==> src/rtl/instr_fetch_if.sv <==
// Fetch-stage bus bundle: instruction ROM read port plus the valid/ready
// handshake toward the decoder.
interface instr_fetch_if #(
  parameter int ADDR_W = 8
) ();
  logic [ADDR_W-1:0] imem_addr;
  logic              imem_rd;
  logic [15:0]       imem_rdata;
  logic [15:0]       instr;
  logic              instr_valid;
  logic              instr_ready;

  modport master (
    output imem_addr, imem_rd, instr, instr_valid,
    input  imem_rdata, instr_ready
  );

  modport slave (
    input  imem_addr, imem_rd, instr, instr_valid,
    output imem_rdata, instr_ready
  );
endinterface

==> src/rtl/instr_fetch.sv <==
// Instruction fetch stage: PC, 1-cycle-latency ROM reads, 2-entry return
// FIFO toward the decoder, start/stop control and halt-word detection.
module instr_fetch #(
  parameter int          ADDR_W    = 8,
  parameter logic [15:0] HALT_WORD = 16'hFFFF
) (
  input  logic              clk,
  input  logic              rst_n,
  input  logic              start,
  input  logic              stop,
  output logic [ADDR_W-1:0] pc,
  output logic              busy,
  instr_fetch_if.master     bus
);

  typedef enum logic [1:0] {
    IDLE  = 2'd0,
    RUN   = 2'd1,
    DRAIN = 2'd2
  } state_t;

  state_t      state;
  logic        outstanding;
  logic [15:0] fifo_mem [2];
  logic        wptr;
  logic        rptr;
  logic [1:0]  count;

  logic        fifo_wr;
  logic        fifo_rd;
  logic        halt_hit;
  logic        issue;
  logic [1:0]  credit_used;

  always_comb begin
    fifo_wr     = outstanding;
    fifo_rd     = (count != 2'd0) && bus.instr_ready;
    halt_hit    = fifo_wr && (bus.imem_rdata == HALT_WORD);
    // A pop in this cycle frees its slot for a read issued now; without this
    // the stage cannot sustain one instruction per cycle.
    credit_used = count + 2'(outstanding) - 2'(fifo_rd);
    issue       = (state == RUN) && !stop && !halt_hit && (credit_used < 2'd2);
  end

  assign bus.imem_rd     = issue;
  assign bus.imem_addr   = pc;
  assign bus.instr_valid = (count != 2'd0);
  assign bus.instr       = fifo_mem[rptr];
  assign busy            = (state != IDLE);

  always_ff @(posedge clk or negedge rst_n) begin
    if (!rst_n) begin
      state       <= IDLE;
      pc          <= '0;
      outstanding <= 1'b0;
    end else begin
      outstanding <= issue;
      case (state)
        IDLE: begin
          if (start) begin
            state <= RUN;
            pc    <= '0;
          end
        end
        RUN: begin
          if (issue) pc <= pc + ADDR_W'(1);
          if (stop || halt_hit) state <= DRAIN;
        end
        DRAIN: begin
          if (!outstanding && (count == 2'd0)) state <= IDLE;
        end
        default: state <= IDLE;
      endcase
    end
  end

  always_ff @(posedge clk or negedge rst_n) begin
    if (!rst_n) begin
      fifo_mem[0] <= '0;
      fifo_mem[1] <= '0;
      wptr        <= 1'b0;
      rptr        <= 1'b0;
      count       <= '0;
    end else begin
      if (fifo_wr) begin
        fifo_mem[wptr] <= bus.imem_rdata;
        wptr           <= ~wptr;
      end
      if (fifo_rd) rptr <= ~rptr;
      case ({fifo_wr, fifo_rd})
        2'b10:   count <= count + 2'd1;
        2'b01:   count <= count - 2'd1;
        default: count <= count;
      endcase
    end
  end

  a_no_overflow: assert property (
    @(posedge clk) disable iff (!rst_n)
    !(fifo_wr && (count == 2'd2) && !fifo_rd)
  );

endmodule
==> src/flat_wrapper.sv <==
// flat-port wrapper written by rule: the top's interface ports become plain ports
module instr_fetch_flat 
#(
  parameter int          ADDR_W    = 8,
  parameter logic [15:0] HALT_WORD = 16'hFFFF
)
  (clk, rst_n, start, stop, pc, busy, bus_imem_addr, bus_imem_rd, bus_instr, bus_instr_valid, bus_imem_rdata, bus_instr_ready);
  instr_fetch_if #(.ADDR_W(ADDR_W)) bus_i ();
  input  logic clk;
  input  logic rst_n;
  input  logic start;
  input  logic stop;
  output logic [ADDR_W-1:0] pc;
  output logic busy;
  output wire logic [$bits(bus_i.imem_addr)-1:0] bus_imem_addr;
  output wire logic [$bits(bus_i.imem_rd)-1:0] bus_imem_rd;
  output wire logic [$bits(bus_i.instr)-1:0] bus_instr;
  output wire logic [$bits(bus_i.instr_valid)-1:0] bus_instr_valid;
  input wire logic [$bits(bus_i.imem_rdata)-1:0] bus_imem_rdata;
  input wire logic [$bits(bus_i.instr_ready)-1:0] bus_instr_ready;
  assign bus_imem_addr = bus_i.imem_addr;
  assign bus_imem_rd = bus_i.imem_rd;
  assign bus_instr = bus_i.instr;
  assign bus_instr_valid = bus_i.instr_valid;
  assign bus_i.imem_rdata = bus_imem_rdata;
  assign bus_i.instr_ready = bus_instr_ready;
  instr_fetch #(.ADDR_W(ADDR_W), .HALT_WORD(HALT_WORD)) u_core (.clk(clk), .rst_n(rst_n), .start(start), .stop(stop), .pc(pc), .busy(busy), .bus(bus_i));
endmodule
==> config.mk <==
export PLATFORM = sky130hd
export DESIGN_NAME = instr_fetch_flat
export DESIGN_NICKNAME = d
export VERILOG_FILES = /design/src/rtl/instr_fetch_if.sv /design/src/rtl/instr_fetch.sv /design/src/flat_wrapper.sv
export SDC_FILE = /design/constraint.sdc
export NUM_CORES = 1
export LEC_CHECK = 0
export CAP_MARGIN = 15
export CORE_AREA = 2 2 72 74
export DETAILED_ROUTE_END_ITERATION = 6
export DIE_AREA = 0 0 74 76
export HOLD_SLACK_MARGIN = 0.1
export PLACE_DENSITY = 0.82
export SYNTH_ARGS = -nofsm -noshare
export SYNTH_HDL_FRONTEND = slang
export SYNTH_SLANG_ARGS = --single-unit
export TNS_END_PERCENT = 10
==> constraint.sdc <==
create_clock -name clk -period 2.04 [get_ports clk]
set_input_delay 0.408 -clock clk [delete_from_list [all_inputs] [get_ports clk]]
set_output_delay 0.408 -clock clk [all_outputs]
set_load 0.01 [all_outputs]
Word-level counts from Yosys, hierarchy flattened
Index checks and enable logic that the tools add are counted.
- output and inout port bits: 35
- word-level logic and storage cells: 63
- bits in registers: 47
- input port bits: 21
- reductions and logical operators: 19
- add/subtract/negate cells: 5
- $lt $le $gt $ge: 4
- bitwise gates (word level): 4
- equality and inequality tests: 9
- muxes and demuxes: 14
- operators by type and width (operator ; count):
    $mux W16 ; 4
    $bwmux W32 ; 1
    $demux W16 S1 ; 1
    $eq A16 B16 Y1 const B ; 1
    $mux W8 ; 2
    $pmux W8 S2 ; 1
    $add A8 B1 Y8 const B ; 1
    $reduce_bool A2 Y1 ; 4
    $logic_and A1 B1 Y1 ; 7
    $mux W2 ; 3
    $pmux W2 S3 ; 1
    $reduce_and A3 Y1 ; 2
    $eq A2 B1 Y1 const B ; 2
    $eq A2 B2 Y1 const B ; 2
    $ge A2 B2 Y1 const B ; 2
    $logic_not A2 Y1 ; 2
    $ne A2 B1 Y1 const B ; 2
    $ne A2 B2 Y1 const B ; 2
    $not A1 Y2 ; 2
    $pmux W2 S2 ; 1
    $logic_not A1 Y1 ; 3
    $add A2 B1 Y2 ; 1
    $add A2 B1 Y2 const B ; 1
    $lt A2 B1 Y1 const B ; 1
    other kinds (5) ; 6

Longest topological paths before layout
Gate-level depths: netlist (run 1).
- depth in word-level cells: 7
- depth in mapped cells: 7
- gate-level depth less buffers: 5

Worst setup path before layout (run 1)
Ideal clock, no wire load.
- path type: register to output
- from: register u_core.rptr
- to: output bus_instr[10]
- path buffers: 2
- data required time: 1.632 ns
- setup slack: 0.284 ns
- cell stages (with the launch flop): 4
- arrival: 1.348 ns
- cells stage by stage: dfrtp_1 clkbuf_1 buf_1 mux2_2
- longest elaborated chain between the ends: 4
- ends and longest elaborated chain (what ; line ; source):
    from (decl) ; instr_fetch.sv:26 ; logic rptr;
    from (signal assigned) ; instr_fetch.sv:89 ; if (fifo_rd) rptr <= ~rptr;
    $not A1 Y2 (implied by the code) ; instr_fetch.sv:48 ; assign bus.instr = fifo_mem[rptr];
    $mux W16 (implied by the code) (3 in series) ; instr_fetch.sv:48 ;
    to (decl) ; flat_wrapper.sv:17 ; output wire logic [$bits(bus_i.instr)-1:0] bus_instr;
No other way between the ends. The select of a mux whose other input is x is not followed.

Worst setup path in the final report (run 1)
- from: register u_core.outstanding (netlist: u_core.fifo_wr)
- to: output bus_imem_rd
- longest elaborated chain between the ends: 4
- elaborated cells between the ends (all ways): 7
- those cells by class: add/sub (2); order compare (1); reduce/logical (4)
- ends and longest elaborated chain (what ; line ; source):
    from (decl) ; instr_fetch.sv:23 ; logic outstanding;
    from (signal assigned) ; instr_fetch.sv:57 ; outstanding <= issue;
    $add A2 B1 Y2 or $logic_and A1 B1 Y1 (tied branches) ; instr_fetch.sv:41, instr_fetch.sv:38 ;
    $sub A2 B1 Y2 or $logic_not A1 Y1 (tied branches) ; instr_fetch.sv:41, instr_fetch.sv:42 ;
    $lt A2 B2 Y1 or $logic_and A1 B1 Y1 (tied branches) ; instr_fetch.sv:42 ; issue = (state == RUN) && !stop && !halt_hit && (credit_used < 2'd2);
    $logic_and A1 B1 Y1 * ; instr_fetch.sv:42 ;
    to (decl) ; flat_wrapper.sv:16 ; output wire logic [$bits(bus_i.imem_rd)-1:0] bus_imem_rd;
Every way passes the cells marked *; elsewhere a longest branch is shown, timed or not.

==> results of run 1 <==
synthesized netlist by cell type (2+ instances only):
cell type | number | area [um^2]
dfrtp_1 | 47 | 1176
mux2_2 | 38 | 427.9
nand2_1 | 15 | 56.30
mux2_1 | 10 | 112.6
buf_4 | 8 | 60.06
nand3_1 | 7 | 35.03
mux2i_1 | 5 | 50.05
nor2_1 | 5 | 18.77
nor2b_1 | 5 | 31.28
o21ai_1 | 4 | 20.02
a31oi_1 | 3 | 18.77
and3_1 | 3 | 18.77
inv_1 | 3 | 11.26
nor3_1 | 3 | 15.01
buf_2 | 2 | 10.01
buf_6 | 2 | 22.52
clkbuf_1 | 2 | 7.510
nand4_1 | 2 | 12.51
nand4_4 | 2 | 42.54
xnor2_1 | 2 | 17.52
per-stage QoR:
step,util (%),TNS [ns]
6_report,65.41,0
3_5_place_dp,63.22,-1.297
3_3_place_gp,63.22,-0.9196
2_1_floorplan,-,0
4_1_cts,64.75,0
5_1_grt,65.41,-0.03900
per-layer routing:
layer	vias up	track usage, %
met3	6	3.571
met5	-	0
met4	0	4.727
met1	826	23.52
met2	41	30.54
li1	823	-
flip-flops by register name (all words and copies together), names as in the netlist:
signal and cells:
u_core.rptr 1, u_core.fifo_wr 1, u_core.fifo_mem 32, u_core.wptr 1, u_core.count 2, u_core.state 2
u_core.bus.imem_addr 8
repair_timing:
action,4_1_cts,5_1_grt
resized for setup,39,2
pin swaps,4,4
hold buffers,1,0
setup buffers,1,3
endpoints found under the hold margin,16,0
setup endpoints to repair,17,1
path summary, 6_finish.rpt:
check	to	start	depth (start not counted)	slack [ns]
worst min register to register	u_core.fifo_mem[24]$_DFFE_PN0P_	u_core.fifo_mem[24]$_DFFE_PN0P_	1	0.49
max in group asynchronous	u_core.fifo_wr$_DFF_PN0_	rst_n	3	0.89
worst max-delay path	bus_imem_rd	u_core.fifo_wr$_DFF_PN0_	6	0.02
worst min-delay path	u_core.fifo_mem[24]$_DFFE_PN0P_	u_core.fifo_mem[24]$_DFFE_PN0P_	1	0.49
min in group asynchronous	u_core.fifo_mem[7]$_DFFE_PN0P_	rst_n	2	0.63
worst max register to register	u_core.state[1]$_DFFE_PN0P_	u_core.fifo_wr$_DFF_PN0_	7	0.30
power by group through the flow:
| stage | sequential, mW | clock, mW | combinational [mW] |
|---|---|---|---|
| detailed placement | 1.58 | 0 | 2.15 |
| global placement | 1.55 | 0 | 2.12 |
| floorplan | 1.51 | 0 | 1.19 |
| CTS | 1.58 | 0.549 | 1.98 |
| finish | 1.58 | 0.527 | 2.00 |
| global route | 1.63 | 0.578 | 2.16 |
cell type report:
| type | instances | area [um^2] | share of cell area [%] |
|---|---|---|---|
| Sequential cell | 47 | 1177 | 36.64 |
| Multi-Input combinational cell | 121 | 1054 | 32.79 |
| Timing Repair Buffer | 90 | 799.5 | 24.88 |
| Tap cell | 70 | 87.58 | 2.726 |
| Clock buffer | 5 | 68.82 | 2.142 |
| Clock inverter | 3 | 15.01 | 0.4673 |
| Inverter | 3 | 11.26 | 0.3505 |
kinds of logic after synthesis:
kind of cell    share of synthesized area [%]
fa+ha+maj                              0.5378
buf+inv                                 4.949
compound gates                          4.196
mux                                     25.39
xor+xnor                                1.130
simple gates                            13.23
flops                                   50.56
placed cells by master, fill, tap and decap left out, types with 5 or more instances in the layout:
| master | n |
|---|---|
| mux2i_1 | 5 |
| clkbuf_8 | 5 |
| mux2_1 | 10 |
| nand3_1 | 7 |
| nand2_1 | 14 |
| mux2_2 | 38 |
| nor2_1 | 5 |
| clkdlybuf4s50_1 | 23 |
| buf_4 | 32 |
| dlygate4sd2_1 | 30 |
| dfrtp_1 | 46 |
worst max-delay path, stage by stage (launching register included):
cell,delay (ns)
dfrtp_2,0.47
buf_4,0.16
nand2b_1,0.15
o21ai_2,0.18
nor3_2,0.07
and2_4,0.17
buf_6,0.11
==> summary.txt, run 1 <==
Global route
  • Number of global-route vias before repair: 1725
  • GRT Util Overall: 18.11%
  • Largest net degree at the start of global routing: 26
  • GR Overflow Total: 0
  • Initial antenna violation count: 0
  • First-pass GRT wire length: 7.948 mm

STA
  • Final Hold Viols: 0
  • Final slew viol count: 0
  • Final WS setup: 0.02357 ns
  • Max-slew headroom: 64.40%
  • Endpoints failing setup: 0
  • Worst-margin pin slew: 0.5340 ns
  • F_max: ~500 MHz
  • RSZ-0062 raised after global routing: yes
  • Worst Hold Margin: 0.4919 ns
  • Part of the cycle the worst path needs: a little over nine tenths
  • Setup Skew: 0.01001 ns
  • Minimum clock period: between 2 and 2.5 ns

Synthesis
  • Post-synth ARST share: 100.0%
  • Mean post-synth cell area: approximately 13 um^2
  • Syn Nets: 208
  • Post-synthesis cell area: 2326 um^2
  • Register area share after synthesis: around half
  • #FFs+latches synth: 47
  • Top FF cell, synth: dfrtp_1
  • EDFF count, synth: 0
  • Netlist cell types: 38
  • Post-Syn Instances: 186
  • Yosys Warn Count: 0

Power
  • Clock share of power: 12.9%
  • Internal power component: 2.754 mW
  • Comb power frac: approximately half
  • Switching share of power: ~33%
  • Switch Pwr: 1.346 mW
  • Leak: 1.478 nW
  • Power per Cell Area: 1276 nW/um^2
  • Total Power: 4.101 mW
  • Peak supply drop: ~0.75 mV
  • Sequential power share: 38.5%

Placed design
  • Routability-driven placement congestion ratio: 0.8398
  • Placed cell area: approximately 3100 um^2
  • Pre-CTS setup slack: -0.5580 ns
  • HPWL Detailed: 3.459 mm
  • Port buffer count: 55
  • Cells after DPL: roughly 330

Drt
  • Routed met2 length: 2.481 mm
  • Vias: ~1700
  • Final ANT Viol Nets: 0
  • Drt total wl: 4.826 mm
  • Drc violations: 0
  • Top Metal Used: met4
  • Met3 routed WL: 174 um
  • Vias per cell: 5.003
  • Drt first-iter violations: 97
  • Met1 WL: 2.105 mm
  • DRT Pass-1 Iters: 5
  • Drt wl/cell: 14.24 um

Floorplan
  • Ports: 56
  • # rows: 26
  • Area of the core: 4912 um^2
  • Die X: 74 um
  • Initial Util: 47.35%
  • Die height: 76 um
  • Die area: between 5000 and 6000 um^2

Final layout
  • Layout cells sized above 1: 34.57%
  • Diodes inserted: 0
  • Design Area, Final: between 3000 and 4000 um^2
  • Final #Nets: 290
  • Non-Filler Instances: 339
  • Fillers: 407
  • Syn-to-layout area delta: 38.14%

Clocking
  • CTS tree: yes
  • CTS Buf Count: 5
  • CTS Sinks: 47
  • Clock buffer depth: 2
  • Root Buffer: clkbuf_8
  • Clock Latency Late Sink: 0.30 ns
  • Clk slew on worst S/H paths: 0.09 ns
  • H-tree depth: 2

Worst setup path
  • Worst Path Required: 1.63 ns
  • CP max FO: 5
  • Setup crit start kind: register
  • Crit Path Category: reg -> out
  • Worst Setup End Kind: output pin
  • Worst EP arrival: 1.61 ns

Worst hold path
  • Worst Hold Class: reg -> reg

Job
  • Maxcap violations: 0

Run status
  • Status: finished clean
Power figures use the tool's default switching activity.
==> inputs of run 2 (changes only) <==
--- a/config.mk
+++ b/config.mk
@@ -11,7 +11,8 @@
 export DIE_AREA = 0 0 74 76
 export HOLD_SLACK_MARGIN = 0.1
 export PLACE_DENSITY = 0.82
+export SLEW_MARGIN = 40
 export SYNTH_ARGS = -nofsm -noshare
 export SYNTH_HDL_FRONTEND = slang
 export SYNTH_SLANG_ARGS = --single-unit
-export TNS_END_PERCENT = 10
+export TNS_END_PERCENT = 5
==> results of run 2 <==
No change in the layout: final DEF, timing and power equal those of run 1.
==> inputs of run 3 (changes only) <==
==> constraint.sdc (replaced) <==
create_clock -name clk -period 2.1 [get_ports clk]
set_input_delay 0.42 -clock clk [delete_from_list [all_inputs] [get_ports clk]]
set_output_delay 0.42 -clock clk [all_outputs]
set_load 0.01 [all_outputs]
==> run 3 against run 2 <==
Clock power barely moved. Critical endpoint unchanged. Sequential share of layout area barely moved. Highest routed layer unchanged. Critical path type unchanged. Setup slack improved by 0.059 ns.
==> summary.txt, run 3 (same netlist as run 1, synthesis figures left out) <==
Final layout
  • Final #Nets: 287
  • Non-Filler Instances: 336
  • Max reg flops: 32
  • Syn-to-layout area delta: 38.19%
  • Diodes inserted: 0
  • Top reg by flops: u_core.fifo_mem
  • Commonest non-fill, non-tap cell in the layout: dfrtp_1
  • Fin util: 65.44%
  • Commonest non-fill, non-tap cells in the layout: dfrtp_1, mux2_2, buf_4
  • Layout cells sized above 1: 33.46%

Floorplan
  • Die height: between 70 and 80 um
  • Ports: between 50 and 60
  • Initial Util: 47.35%
  • # rows: 26
  • Die X: about 74 um
  • Die area: 5624 um^2
  • Area of the core: 4912 um^2

Clocking
  • CTS Buf Count: 5
  • Clock buffer depth: 2
  • Clock Latency Late Sink: around 0.3 ns
  • CTS Sinks: 47
  • H-tree depth: 2
  • Root Buffer: clkbuf_8
  • Clk slew on worst S/H paths: roughly 0.08 ns
  • CTS tree: yes

Global route
  • Number of global-route vias before repair: between 1500 and 2000
  • GR Overflow Total: 0
  • Initial antenna violation count: 0
  • First-pass GRT wire length: about 8.3 mm
  • GRT Util Overall: between 10% and 20%
  • Largest net degree at the start of global routing: 26

Power
  • Comb power frac: between 40% and 50%
  • Peak supply drop: 0.7625 mV
  • Sequential power share: 38.0%
  • Switch Pwr: 1.318 mW
  • Power per Cell Area: 1257 nW/um^2
  • Switching share of power: 32.62%
  • Internal power component: 2.723 mW
  • Clock share of power: 13.0%
  • Leak: ~1.5 nW

Job
  • Maxcap violations: 0

Drt
  • Final ANT Viol Nets: 0
  • DRT Pass-1 Iters: 4
  • Vias: ~1700
  • Drt first-iter violations: 94
  • Drc violations: 0
  • Drt total wl: 4.972 mm
  • Drt wl/cell: approximately 15 um
  • Vias per cell: roughly 5.0

STA
  • Endpoints failing setup: 0
  • Part of the cycle the worst path needs: 96.06%
  • F_max: 495.7 MHz
  • Worst-margin pin slew: 0.5430 ns
  • Final slew viol count: 0
  • Max-slew headroom: 63.80%
  • Setup Skew: between 0.003 and 0.004 ns
  • Minimum clock period: 2.017 ns
  • Final Hold Viols: 0
  • RSZ-0062 raised after global routing: yes

Worst setup path
  • Worst EP arrival: 1.60 ns
  • Bufs and invs on worst path: 2
  • CP max FO: 4
  • Crit Path Category: reg -> out
  • CP peak stage delay: between 0.4 and 0.5 ns
  • Setup crit start kind: register
  • Crit-path cells: buf_4 > nand2_1 > o21ai_1 > nor3_2 > and2_4 > buf_2
  • Worst Setup End Kind: output pin
  • Worst Path Required: 1.68 ns
  • CP max-delay cell: dfrtp_2
  • Worst path top cell family by delay: simple AND/OR/NAND/NOR gates

Placed design
  • Routability-driven placement congestion ratio: 0.8404
  • Port buffer count: 55
  • HPWL Detailed: 3.572 mm
  • Cells after DPL: 325

Worst hold path
  • Worst Hold Class: in -> async

Run status
  • Status: finished clean
run 3: layout make-up:
cell class	instances	area [um^2]
clock buffers	7	76.32
fillers	411	1698
inverters	3	11.26
multi-input cells	121	1047
repair buffers	87	809.5
flip-flops and latches	47	1177
clock inverters	1	5.005
well taps	70	87.58
run 3: power by group through the flow:
stage	sequential [mW]	clock, mW	combinational (mW)
detailed placement	1.55	0	2.09
CTS	1.54	0.531	2.05
global placement	1.51	0	2.04
finish	1.54	0.525	1.98
global route	1.59	0.568	2.14
floorplan	1.47	0	1.15
run 3: final timing paths:
| kind | startpoint | slack, ns | endpoint | cells past startpoint |
|---|---|---|---|---|
| worst min-delay path | rst_n | 0.09 | u_core.fifo_mem[19]$_DFFE_PN0P_ | 1 |
| worst max register to register | u_core.fifo_wr$_DFF_PN0_ | 0.37 | u_core.state[1]$_DFFE_PN0P_ | 8 |
| worst max-delay path | u_core.fifo_wr$_DFF_PN0_ | 0.08 | bus_imem_rd | 6 |
| worst min register to register | u_core.fifo_mem[24]$_DFFE_PN0P_ | 0.49 | u_core.fifo_mem[24]$_DFFE_PN0P_ | 1 |
| max in group asynchronous | rst_n | 1.47 | u_core.fifo_wr$_DFF_PN0_ | 2 |
| min in group clk | u_core.fifo_mem[24]$_DFFE_PN0P_ | 0.49 | u_core.fifo_mem[24]$_DFFE_PN0P_ | 1 |
run 3: through the flow:
step / instance area, um^2 / total power [mW] / setup slack [ns] / setup TNS, ns / hold WS, ns
floorplan: 2326 / 2.620 / 0.3317 / 0 / 0.1244
global placement: 3098 / 3.555 / -0.4978 / -0.5775 / 0.4230
detailed placement: 3098 / 3.635 / -0.5667 / -0.8060 / 0.4424
CTS: 3178 / 4.117 / 0.002181 / 0 / 0.1192
global route: 3214 / 4.294 / -0.009053 / -0.009053 / 0.1313
finish: 3214 / 4.041 / 0.08276 / 0 / 0.09431
run 3: worst register-to-register path, stage by stage, from the launching register on:
cell     delay, ns
dfrtp_2       0.41
buf_4         0.14
nand4_4       0.09
nor4_4        0.20
nand4_4       0.11
buf_4         0.15
buf_4         0.15
nor2b_1       0.15
o31ai_1       0.23
run 3: per-layer routing:
metal	up-vias	track usage, %	wire length, um
met3	6	4.233	199
met1	816	24.04	2105
met2	40	32.41	2578
met5	-	0	0
met4	0	8.000	88
li1	818	-	-
run 3: what timing repair did:
item                                   CTS  global route
setup endpoints to repair                6            12
pin swaps                                5             1
endpoints found under the hold margin    0             0
gates cloned                             0             0
buffers inserted                         2             1
hold buffers                             0             0
resized for setup                       27            12
